### config.mk
export PLATFORM = sky130hd
export DESIGN_NAME = cw_capture_ctrl
export DESIGN_NICKNAME = d
export VERILOG_FILES = /design/src/rtl/cw_capture_ctrl.sv
export SDC_FILE = /design/constraint.sdc
export NUM_CORES = 1
export LEC_CHECK = 0
export ABC_AREA = 1
export CAP_MARGIN = 10
export CORE_MARGIN = 5
export CORE_UTILIZATION = 49
export CTS_CLUSTER_DIAMETER = 100
export DETAILED_ROUTE_END_ITERATION = 10
export GPL_TIMING_DRIVEN = 0
export PLACE_DENSITY = 0.77
export SLEW_MARGIN = 20
export SYNTH_ARGS = -nofsm -noshare
export SYNTH_HDL_FRONTEND = slang
export SYNTH_SLANG_ARGS = --single-unit
### constraint.sdc
create_clock -name trig_clk -period 2.5 [get_ports trig_clk]
set_clock_uncertainty 0.15 [all_clocks]
set_input_delay 0.5 -clock trig_clk [delete_from_list [all_inputs] [get_ports trig_clk]]
set_output_delay 0.5 -clock trig_clk [all_outputs]
set_load 0.05 [all_outputs]
### src/rtl/cw_capture_ctrl.sv
// Trigger-and-capture engine for the debug watcher: samples a probe bus into a
// circular RAM, qualifies a trigger and reports trigger/start addresses.
module cw_capture_ctrl #(
  parameter int unsigned WIDTH  = 16,
  parameter int unsigned ADDR_W = 10,
  parameter int unsigned TCNT_W = 8
) (
  input  logic              trig_clk,
  input  logic              jrstn,
  input  logic [WIDTH-1:0]  din,
  input  logic              sample_en,
  input  logic              arm,
  input  logic              abort,
  input  logic              force_trig,
  input  logic [1:0]        trig_mode,
  input  logic [WIDTH-1:0]  trig_value,
  input  logic [WIDTH-1:0]  trig_mask,
  input  logic [TCNT_W-1:0] trig_count,
  input  logic [ADDR_W:0]   pre_len,
  output logic              wt_ce,
  output logic              wt_en,
  output logic [ADDR_W-1:0] wt_addr,
  output logic [WIDTH-1:0]  wt_data,
  output logic [2:0]        state,
  output logic [ADDR_W-1:0] trig_addr,
  output logic [ADDR_W-1:0] start_addr,
  output logic              done
);

  typedef enum logic [2:0] {
    S_IDLE     = 3'd0,
    S_PRE_FILL = 3'd1,
    S_ARMED    = 3'd2,
    S_POST     = 3'd3,
    S_DONE     = 3'd4
  } state_e;

  localparam logic [ADDR_W-1:0] PRE_MAX = '1;

  state_e              state_q, state_d;
  logic [ADDR_W-1:0]   ptr_q, ptr_d;
  logic                wt_en_q, wt_en_d;
  logic [ADDR_W-1:0]   wt_addr_q, wt_addr_d;
  logic [WIDTH-1:0]    wt_data_q, wt_data_d;
  logic [ADDR_W-1:0]   trig_addr_q, trig_addr_d;
  logic [ADDR_W-1:0]   start_addr_q, start_addr_d;
  logic                done_q, done_d;
  logic [WIDTH-1:0]    din_prev_q, din_prev_d;
  logic                match_prev_q, match_prev_d;
  logic [TCNT_W-1:0]   cnt_q, cnt_d;
  logic [1:0]          mode_q, mode_d;
  logic [WIDTH-1:0]    value_q, value_d;
  logic [WIDTH-1:0]    mask_q, mask_d;
  logic [TCNT_W-1:0]   tcount_q, tcount_d;
  logic [ADDR_W-1:0]   pre_q, pre_d;

  logic                arm_ok, sampling, match, evt, fire;
  logic [ADDR_W-1:0]   pre_clamped;
  logic [TCNT_W-1:0]   target;
  logic [TCNT_W:0]     cnt_inc;

  always_comb begin
    pre_clamped = (pre_len > {1'b0, PRE_MAX}) ? PRE_MAX : pre_len[ADDR_W-1:0];
    arm_ok   = arm && !abort && (state_q == S_IDLE || state_q == S_DONE);
    sampling = sample_en && (state_q == S_PRE_FILL || state_q == S_ARMED || state_q == S_POST);
    match    = ((din ^ value_q) & mask_q) == '0;
    evt      = 1'b0;
    case (mode_q)
      2'b00:   evt = match;
      2'b01:   evt = match && !match_prev_q;
      2'b10:   evt = ((din ^ din_prev_q) & mask_q) != '0;
      default: evt = 1'b0;
    endcase
    target  = (tcount_q == '0) ? TCNT_W'(1) : tcount_q;
    cnt_inc = {1'b0, cnt_q} + (TCNT_W+1)'(1);
    fire    = force_trig || (evt && (cnt_inc >= {1'b0, target}));

    state_d      = state_q;
    ptr_d        = ptr_q;
    wt_en_d      = 1'b0;
    wt_addr_d    = wt_addr_q;
    wt_data_d    = wt_data_q;
    trig_addr_d  = trig_addr_q;
    start_addr_d = start_addr_q;
    done_d       = done_q;
    din_prev_d   = din_prev_q;
    match_prev_d = match_prev_q;
    cnt_d        = cnt_q;
    mode_d       = mode_q;
    value_d      = value_q;
    mask_d       = mask_q;
    tcount_d     = tcount_q;
    pre_d        = pre_q;

    if (abort) begin
      state_d = S_IDLE;
      done_d  = 1'b0;
    end else if (arm_ok) begin
      mode_d       = trig_mode;
      value_d      = trig_value;
      mask_d       = trig_mask;
      tcount_d     = trig_count;
      pre_d        = pre_clamped;
      ptr_d        = '0;
      din_prev_d   = '0;
      match_prev_d = 1'b0;
      cnt_d        = '0;
      done_d       = 1'b0;
      state_d      = (pre_clamped == '0) ? S_ARMED : S_PRE_FILL;
    end else if (sampling) begin
      wt_en_d      = 1'b1;
      wt_addr_d    = ptr_q;
      wt_data_d    = din;
      ptr_d        = ptr_q + ADDR_W'(1);
      din_prev_d   = din;
      match_prev_d = match;
      // The pointer starts at 0 on arm, so pre-fill and post phases end on
      // fixed addresses instead of needing separate write counters.
      case (state_q)
        S_PRE_FILL: begin
          if (ptr_q == pre_q - ADDR_W'(1)) state_d = S_ARMED;
        end
        S_ARMED: begin
          if (fire) begin
            trig_addr_d  = ptr_q;
            start_addr_d = ptr_q - pre_q;
            state_d      = (pre_q == PRE_MAX) ? S_DONE : S_POST;
            done_d       = (pre_q == PRE_MAX);
          end else if (evt && cnt_q != '1) begin
            cnt_d = cnt_inc[TCNT_W-1:0];
          end
        end
        S_POST: begin
          if (ptr_q == start_addr_q - ADDR_W'(1)) begin
            state_d = S_DONE;
            done_d  = 1'b1;
          end
        end
        default: ;
      endcase
    end
  end

  always_ff @(posedge trig_clk or negedge jrstn) begin
    if (!jrstn) begin
      state_q      <= S_IDLE;
      ptr_q        <= '0;
      wt_en_q      <= 1'b0;
      wt_addr_q    <= '0;
      wt_data_q    <= '0;
      trig_addr_q  <= '0;
      start_addr_q <= '0;
      done_q       <= 1'b0;
      din_prev_q   <= '0;
      match_prev_q <= 1'b0;
      cnt_q        <= '0;
      mode_q       <= '0;
      value_q      <= '0;
      mask_q       <= '0;
      tcount_q     <= '0;
      pre_q        <= '0;
    end else begin
      state_q      <= state_d;
      ptr_q        <= ptr_d;
      wt_en_q      <= wt_en_d;
      wt_addr_q    <= wt_addr_d;
      wt_data_q    <= wt_data_d;
      trig_addr_q  <= trig_addr_d;
      start_addr_q <= start_addr_d;
      done_q       <= done_d;
      din_prev_q   <= din_prev_d;
      match_prev_q <= match_prev_d;
      cnt_q        <= cnt_d;
      mode_q       <= mode_d;
      value_q      <= value_d;
      mask_q       <= mask_d;
      tcount_q     <= tcount_d;
      pre_q        <= pre_d;
    end
  end

  assign wt_ce      = wt_en_q;
  assign wt_en      = wt_en_q;
  assign wt_addr    = wt_addr_q;
  assign wt_data    = wt_data_q;
  assign state      = state_q;
  assign trig_addr  = trig_addr_q;
  assign start_addr = start_addr_q;
  assign done       = done_q;

endmodule

# Word-level counts from Yosys, hierarchy flattened

Cells that the tools add are included.

Flip-flop bits (word level): 138
Input port bits: 75
Output and inout bits: 52
Logic and storage cells: 106

$add $sub $neg: 5
Order comparisons: 2
Equality and inequality tests: 14
Multiplexer cells: 32
Bitwise logic cells: 6
Reduce and logical (&&, ||, !) cells: 31

Operators by type and width:

| operator                                                         | count |
|---|---|
| 2-to-1 mux 8 bit                                                 | 6 |
| bitwise AND 16 bit                                               | 2 |
| 2-to-1 mux 16 bit                                                | 2 |
| XOR 16 bit                                                       | 2 |
| 2-to-1 mux 10 bit                                                | 3 |
| 2-to-1 mux 3 bit                                                 | 7 |
| equality test 10 bit                                             | 2 |
| subtractor 10 x 1 -> 10 bit (second input constant)              | 2 |
| logical NOT 16 bit                                               | 1 |
| nonzero test 16 bit                                              | 1 |
| AND reduction 5 bit                                              | 3 |
| greater-than comparator 11 x 10 -> 1 bit (second input constant) | 1 |
| adder 10 x 1 -> 10 bit (second input constant)                   | 1 |
| equality test 10 bit (second input constant)                     | 1 |
| logical NOT 10 bit                                               | 1 |
| 2-to-1 mux 1 bit                                                 | 10 |
| subtractor 10 bit                                                | 1 |
| adder 8 x 1 -> 9 bit (second input constant)                     | 1 |
| >= comparator 9 x 8 -> 1 bit                                     | 1 |
| case mux 3 bit (3 select lines)                                  | 1 |
| logical NOT 8 bit                                                | 1 |
| inequality test 4 x 3 -> 1 bit (second input constant)           | 2 |
| inequality test 8 bit (second input constant)                    | 1 |
| equality test 3 x 2 -> 1 bit (second input constant)             | 2 |
| 22 further kinds                                                 | 35 |

# Longest topological paths before layout

Gate-level depths: netlist of run 1.

Depth after elaboration: 12
Gate-level depth with buffers: 17
Depth with buffers taken out: 17

# Worst setup path after synthesis of run 1

Ideal clock, no wire load.

Kind: reg2reg
Start: register cnt_q[0]
End: register start_addr_q[8] (netlist: start_addr[8])
Arrival time: 2.467 ns
Path slack: -0.183 ns
Cell stages (with the launch flop): 18
Path buffers: 2
Path through: dfrtp_1 > ha_1 > and3_1 > and2_1 > nand2_1 > xnor2_1 > ha_1 > a21oi_1 > o211ai_1 > a21oi_1 > nand3_1 > nand3_2 > nand2_2 > nand2_2 > buf_6 > buf_6 > nand2_1 > nand2_1

Cells in the longest elaborated chain, start to end: 5

RTL lines:

| item                          | line | source |
|---|---|---|
| from (decl)                   | 50   | `logic [TCNT_W-1:0] cnt_q, cnt_d;` |
| from (signal assigned)        | 173  | `cnt_q <= cnt_d;` |
| adder 8 x 1 -> 9 bit          | 75   | `cnt_inc = {1'b0, cnt_q} + (TCNT_W+1)'(1);` |
| >= comparator 9 x 8 -> 1 bit  | 76   | `fire = force_trig \|\| (evt && (cnt_inc >= {1'b0, target}));` |
| logical AND 1 bit             | 76   |  |
| logical OR 1 bit              | 76   |  |
| AND reduction 5 bit (no line) | --   |  |
| to (signal assigned)          | 169  | `start_addr_q <= start_addr_d;` |
| to (decl)                     | 46   | `logic [ADDR_W-1:0] start_addr_q, start_addr_d;` |

Every way passes these cells.
A chain may end at the register's enable or synchronous reset.

# Worst setup path after layout of run 1

Start: register cnt_q[0]
End: register trig_addr_q[7] (netlist: trig_addr[7])

Cells in the longest elaborated chain, start to end: 5

RTL lines:

| item                          | line | source |
|---|---|---|
| adder 8 x 1 -> 9 bit          | 75   |  |
| >= comparator 9 x 8 -> 1 bit  | 76   |  |
| logical AND 1 bit             | 76   |  |
| logical OR 1 bit              | 76   |  |
| AND reduction 5 bit (no line) | --   |  |
| to (signal assigned)          | 168  | `trig_addr_q <= trig_addr_d;` |
| to (decl)                     | 45   | `logic [ADDR_W-1:0] trig_addr_q, trig_addr_d;` |

Every way passes these cells.

==> impl_metrics.env, run 1 <==
export IMPL_max_cap_violations=0
export IMPL_final_max_slew_viol_count=0
export IMPL_antenna_found_initial=0
export IMPL_portBuffers=125
export IMPL_post_dp_cell_area_mm2=0.00907
export IMPL_grt_setup_unrepaired="true"
export IMPL_swShare=0.429
export IMPL_clk_path_buf_depth=2
export IMPL_fillerInstances=1237
export IMPL_synth_top_area_cell="dfrtp_1"
export IMPL_critPathTopFamily="simple AND/OR/NAND/NOR gates"
export IMPL_ys_seq_area_frac=0.458
export IMPL_grt_first_pass_wirelength_um=34100
export IMPL_drt_initial_drc_count=530
export IMPL_ir_drop_uv=699
export IMPL_p_seq_frac=0.314
export IMPL_wl_um=21100
export IMPL_drt_wirelength_per_cell_um=15.5
export IMPL_ioPinCount=127
export IMPL_async_reset_ff_frac=1.00
export IMPL_setup_viol=32
export IMPL_die_x_um=134
export IMPL_drive_gt1_frac=0.104
export IMPL_finalInstanceArea_mm2=0.0101
export IMPL_multiInputGateArea_mm2=0.00374
export IMPL_synth_area_leaders="dfrtp_1 46%, nand2_1 19%, o21ai_0 5.5%, inv_1 5.4%, nor2_1 4.3%"
export IMPL_fin_nets=1264
export IMPL_via_per_inst=5.23
export IMPL_cts_sinks=138
export IMPL_worst_ep_arrival_time_ns=3.09
export IMPL_ys_seq_elements=138
export IMPL_cts_root_buf="clkbuf_16"
export IMPL_crit_path_start_kind="flip-flop"
export IMPL_grt_total_usage=0.237
export IMPL_synthDistinctLibCells=41
export IMPL_worstSetupEndpointType="flip-flop"
export IMPL_internal_power_w=0.00675
export IMPL_clkTransAtPathRegs_ns=0.06
export IMPL_cp_common_cell="nand2_4"
export IMPL_cp_slowest_stage_delay_ns=0.38
export IMPL_worst_slew_pin_slew_ns=0.768
export IMPL_pwr_share_clk=0.235
export IMPL_final_antenna_net_count=0
export IMPL_worst_slack_ns=-0.420
export IMPL_reg2reg_from="cnt_q[0]"
export IMPL_antennaDiodeCount=0
export IMPL_mappedNetlistNets=1106
export IMPL_critPathSlowestCell="dfrtp_1"
export IMPL_worstHoldStart="wt_data[9]"
export IMPL_synth_flop_cell="dfrtp_1"
export IMPL_period_minus_slack_ns=2.92
export IMPL_finalPower_w=0.0118
export IMPL_cp_max_fo=6
export IMPL_ff_latch_area_mm2=0.00345
export IMPL_p_per_area_mw_per_mm2=1170
export IMPL_path_class="reg2reg"
export IMPL_clkLatencyLatePin_ns=0.42
export IMPL_grt_ovfl_total=0
export IMPL_min_period_over_period=1.17
export IMPL_die_area_mm2=0.0180
export IMPL_cts_tree="done"
export IMPL_firstDrtPassIters=5
export IMPL_syn_cell_area_mm2=0.00753
export IMPL_drc=0
export IMPL_grt_max_degree=89
export IMPL_synth_top_cells_by_count="374 x nand2_1, 138 x dfrtp_1, 108 x inv_1"
export IMPL_p_sw_w=0.00507
export IMPL_core_area_mm2=0.0151
export IMPL_gp_congestion=0.892
export IMPL_syn_inst=1008
export IMPL_slew_headroom=0.488
export IMPL_ys_warn_count=0
export IMPL_cp_cell_sequence="buf_6 > nand3_1 > nand3b_1 > xnor2_1 > ha_1 > a21oi_4 > o211ai_1 > a21oi_2 > nand3_2 > nand3_4 > nand2_4 > nand2_4 > buf_8 > clkbuf_16 > nand2_1 > o21ai_2"
export IMPL_synth_area_per_cell_um2=7.47
export IMPL_critPathLaunch="cnt_q[0]"
export IMPL_yosysTopAreaCellShare=0.458
export IMPL_hpwl_um=14700
export IMPL_htreeDepth=4
export IMPL_dp_slack_ns=-0.540
export IMPL_synth_edf_count=0
export IMPL_die_height_um=134
export IMPL_p_comb_frac=0.451
export IMPL_initial_core_util=0.497
export IMPL_violations="negative setup slack"
export IMPL_yosysMostFrequentCell="nand2_1"
export IMPL_max_freq_ghz=0.342
export IMPL_cp_data_required_time_ns=2.67
export IMPL_rows=45
export IMPL_worstHoldPathType="reg2reg"
export IMPL_cts_buffers=17
export IMPL_leakage_nw=5.02
export IMPL_grt_pass1_vias=6971
export IMPL_outcome="finished with violations"
export IMPL_critPathBufInv=3
export IMPL_vias=7133
export IMPL_areaGrowthSynthToFinish_pct=33.9
export IMPL_finalHoldViolCount=0
[worst reg2reg max path, cell delays in order (launching register included)]
cell and delay [ns]:
dfrtp_1 0.38, buf_6 0.12, nand3_1 0.10, nand3b_1 0.25, xnor2_1 0.35, ha_1 0.29
a21oi_4 0.08, o211ai_1 0.21, a21oi_2 0.06, nand3_2 0.10, nand3_4 0.11, nand2_4 0.11
nand2_4 0.06, buf_8 0.16, clkbuf_16 0.16, nand2_1 0.08, o21ai_2 0.05
[power by group through the flow]
stage	Combinational [W]	Sequential, W	Clock (W)
after floorplan	0.00261	0.00459	0
after global placement	0.00502	0.00369	0
after detailed placement	0.00512	0.00371	0
after CTS	0.00523	0.00369	0.00280
after global routing	0.00591	0.00382	0.00292
final	0.00533	0.00371	0.00278
[state kept, by name, indices dropped and copies added (netlist names), 2 cells and up]
name        count
pre_q          10
ptr_q          10
mask_q         16
mode_q          2
cnt_q           8
tcount_q        8
start_addr     10
state           3
trig_addr      10
wt_data        16
din_prev_q     16
value_q        16
wt_addr        10
[layout by cell type, fill, tap and decap left out, types with 5 or more instances in the layout]
master | synthesis | final
o21ai_1 | 2 | 7
clkdlybuf4s50_1 | 0 | 124
o22ai_1 | 6 | 6
o21ai_0 | 83 | 76
nand2_2 | 3 | 25
clkbuf_2 | 1 | 7
nor3_1 | 7 | 6
nand4_1 | 12 | 12
bufinv_16 | 0 | 5
ha_1 | 22 | 20
a21oi_1 | 17 | 15
nand3_1 | 53 | 51
xnor2_1 | 11 | 10
nand2_1 | 374 | 349
clkbuf_16 | 0 | 19
o21ai_2 | 9 | 11
buf_4 | 2 | 9
dfrtp_1 | 138 | 138
nor2_1 | 87 | 84
xor2_1 | 20 | 19
inv_1 | 108 | 108
clkbuf_1 | 19 | 12
[stage by stage]
stage	util	hold slack, ns	std cells	setup TNS (ns)
2_1_floorplan	-	0.0544	1008	-2.20
3_3_place_gp	0.597	0.307	1321	-684.24
3_5_place_dp	0.599	0.287	1322	-34.73
4_1_cts	0.650	0.326	1359	-9.92
5_1_grt	0.666	0.353	1365	-15.48
6_report	0.666	0.322	1365	-11.83
[cell type report]
| cell class | instances | share of cell area |
|---|---|---|
| Tap cell | 188 | 0.0233 |
| Clock inverter | 11 | 0.0192 |
| Multi-Input combinational cell | 734 | 0.371 |
| Timing Repair Buffer | 138 | 0.142 |
| Clock buffer | 19 | 0.0449 |
| Inverter | 110 | 0.0414 |
| Sequential cell | 138 | 0.342 |
| Buffer | 27 | 0.0161 |
[cell families (layout without fill, tap and decap cells)]
kind of cell	after synthesis	count (layout)	share of synthesized area
buffers and inverters	137	305	0.0728
AND/OR/NAND/NOR	554	555	0.301
adder cells (fa/ha/maj)	23	23	0.0392
AO/OA/AOI/OAI	125	125	0.0922
flip-flops	138	138	0.458
XOR/XNOR	31	31	0.0360
[layer usage]
| layer | vias up | share of wire | track usage |
|---|---|---|---|
| met2 | 236 | 0.49 | 0.395 |
| met3 | 41 | 0.058 | 0.0435 |
| li1 | 3521 | - | - |
| met1 | 3335 | 0.43 | 0.313 |
| met4 | 0 | 0.024 | 0.0794 |
| met5 | - | 0 | 0 |
[final timing paths]
| path | end | slack [ns] | cells after the start |
|---|---|---|---|
| max | trig_addr[7] | -0.42 | 16 |
| min | wt_data[9] | 0.32 | 2 |
| max reg2reg | trig_addr[7] | -0.42 | 16 |
| min reg2reg | wt_data[9] | 0.32 | 2 |
| max in group asynchronous | tcount_q[0] | 1.01 | 3 |
| min in group asynchronous | wt_addr[4] | 0.42 | 2 |
[what timing repair did]
action	CTS	global route
setup buffers	6	3
hold buffers	1	0
pin swaps	5	23
endpoints found under the hold margin	50	0
gates cloned	0	3
endpoints found under the setup margin	32	78
resized for setup	22	52
Power figures use the tool's default switching activity.
==> run 2, diff against run 1 <==
Settings changed: ABC_CLOCK_PERIOD_IN_PS from default to 2500, TNS_END_PERCENT from default to 1.
==> run 2 against run 1 <==
  * The flow still finishes with violations (negative setup slack)
  * Cell count unchanged
  * Sequential cell count unchanged
  * Sequential share of layout area up 0.57 points
  * Via count up 1.3%
  * Global-route usage up 0.097 points
  * Die area unchanged
  * Register-to-register slack worse by 0.03 ns
  * Critical path depth unchanged
  * Total power down 3.5%
==> impl_metrics.env, run 2 (synthesized netlist as in run 1, its figures left out) <==
export IMPL_gp_congestion=0.902
export IMPL_vias=7229
export IMPL_grt_max_degree=82
export IMPL_worst_ep_arrival_time_ns=3.16
export IMPL_firstDrtPassIters=5
export IMPL_drt_initial_drc_count=600
export IMPL_violations="negative setup slack"
export IMPL_crit_path_end="state[1]"
export IMPL_worstHoldStart="wt_data[6]"
export IMPL_via_per_inst=5.30
export IMPL_ioPinCount=127
export IMPL_leakage_nw=4.93
export IMPL_post_dp_cell_area_mm2=0.00906
export IMPL_ff2ff_path_depth=16
export IMPL_outcome="finished with violations"
export IMPL_grt_pass1_vias=7134
export IMPL_rows=45
export IMPL_final_cell_mix="364 x nand2_1, 138 x dfrtp_1, 124 x clkdlybuf4s50_1"
export IMPL_p_per_area_mw_per_mm2=1150
export IMPL_die_x_um=134
export IMPL_grt_total_usage=0.238
export IMPL_fin_nets=1262
export IMPL_final_common_cell="nand2_1"
export IMPL_worst_slew_pin_slew_ns=0.686
export IMPL_reg2reg_from="cnt_q[0]"
export IMPL_hpwl_um=15100
export IMPL_slew_headroom=0.543
export IMPL_critPathLaunch="cnt_q[0]"
export IMPL_final_antenna_net_count=0
export IMPL_areaGrowthSynthToFinish_pct=31.7
export IMPL_finalPower_w=0.0114
export IMPL_ff2ff_setup_slack_ns=-0.45
export IMPL_htreeDepth=4
export IMPL_clkLatencyLatePin_ns=0.43
export IMPL_crit_path_start_kind="flip-flop"
export IMPL_clkTransAtPathRegs_ns=0.06
export IMPL_grt_first_pass_wirelength_um=34300
export IMPL_drive_gt1_frac=0.0841
export IMPL_final_max_slew_viol_count=0
export IMPL_grt_ovfl_total=0
export IMPL_core_area_mm2=0.0151
export IMPL_portBuffers=125
export IMPL_finalInstanceArea_mm2=0.00992
export IMPL_die_area_mm2=0.0180
export IMPL_post_place_cells=1322
export IMPL_grt_setup_unrepaired="true"
export IMPL_antenna_found_initial=0
export IMPL_final_util=0.655
export IMPL_hold_slack_ns=0.323
export IMPL_period_minus_slack_ns=2.95
export IMPL_regToRegEndpoint="state[1]"
export IMPL_die_height_um=134
export IMPL_antennaDiodeCount=0
export IMPL_worst_slack_ns=-0.446
export IMPL_min_period_over_period=1.18
export IMPL_drc=0
export IMPL_drt_wirelength_per_cell_um=15.3
export IMPL_finalHoldViolCount=0
export IMPL_cts_root_buf="clkbuf_16"
export IMPL_max_freq_ghz=0.339
export IMPL_worstSetupEndpointType="flip-flop"
export IMPL_worstHoldPathType="reg2reg"
export IMPL_setup_viol=33
export IMPL_cts_sinks=138
export IMPL_stdcell_count=1365
export IMPL_cp_max_fo=6
export IMPL_cp_data_required_time_ns=2.71
export IMPL_wl_um=21000
export IMPL_clk_path_buf_depth=2
export IMPL_cts_buffers=17
export IMPL_path_class="reg2reg"
export IMPL_max_cap_violations=0
export IMPL_ir_drop_uv=573
export IMPL_cts_tree="done"
export IMPL_initial_core_util=0.497
==> run 2: cell types whose count changed in the layout (fill, tap and decap cells not counted), moves of 3 or more <==
| cell | change |
|---|---|
| clkbuf_1 | +7 |
| inv_8 | +3 |
| nand2_1 | +15 |
| nand2_2 | -16 |
| inv_6 | +5 |
| bufinv_16 | -5 |
| clkbuf_2 | -7 |
==> run 2: cell type report <==
type / count / area [um2]
clock inverter: 15 / 130
inverter: 110 / 415
timing repair buffer: 137 / 1410
fill: 1218 / 5230
tap: 188 / 235
clock buffer: 17 / 425
sequential: 138 / 3450
multi-input combinational: 733 / 3700
buffer: 27 / 149
==> run 2: metal layers <==
layer  share of wire  global-route usage
met3           0.064              0.0450
met4           0.025              0.0931
met2            0.50               0.417
met5               0                   0
met1            0.41               0.291
==> run 2: repair_timing <==
action,4_1_cts,5_1_grt
endpoints found under the setup margin,32,78
gates resized for setup,26,21
hold buffers,1,0
hold endpoints to repair,80,0
cloned,1,0
buffers inserted,8,1
pin swaps,13,12
==> run 2: power by group <==
part | switching (W) | leakage (nW) | internal, W | total, W
registers | 0.000647 | 1.79 | 0.00305 | 0.00370
logic | 0.00343 | 2.88 | 0.00188 | 0.00532
clock network | 0.00109 | 0.263 | 0.00130 | 0.00239
total | 0.00517 | 4.93 | 0.00624 | 0.0114
==> run 2: per-stage QoR <==
stage | worst slack (ns) | setup TNS [ns]
2_1_floorplan | -0.143 | -2.92
3_3_place_gp | -4.72 | -684.50
3_5_place_dp | -0.549 | -35.94
4_1_cts | -0.434 | -11.01
5_1_grt | -0.628 | -22.55
6_report | -0.446 | -12.02
==> run 2: worst min path at each step <==
stage	endpoint	cells after the start
CTS	wt_data[6]	2
floorplan	cnt_q[0]	0
finish	wt_data[6]	2
detailed placement	wt_data[8]	2
global placement	wt_data[6]	2
global route	trig_addr[6]	2
==> run 2: critical path, stage by stage (launching register included) <==
cell	delay [ns]
dfrtp_1	0.38
buf_6	0.13
nand3_2	0.10
nand3b_1	0.23
nor2_1	0.16
xor2_1	0.21
ha_1	0.30
inv_1	0.10
o211ai_1	0.11
a21oi_2	0.14
nand3_2	0.12
nand3_4	0.12
buf_12	0.11
nand4_1	0.22
nand3_2	0.18
nand2_1	0.06
nand2_1	0.06
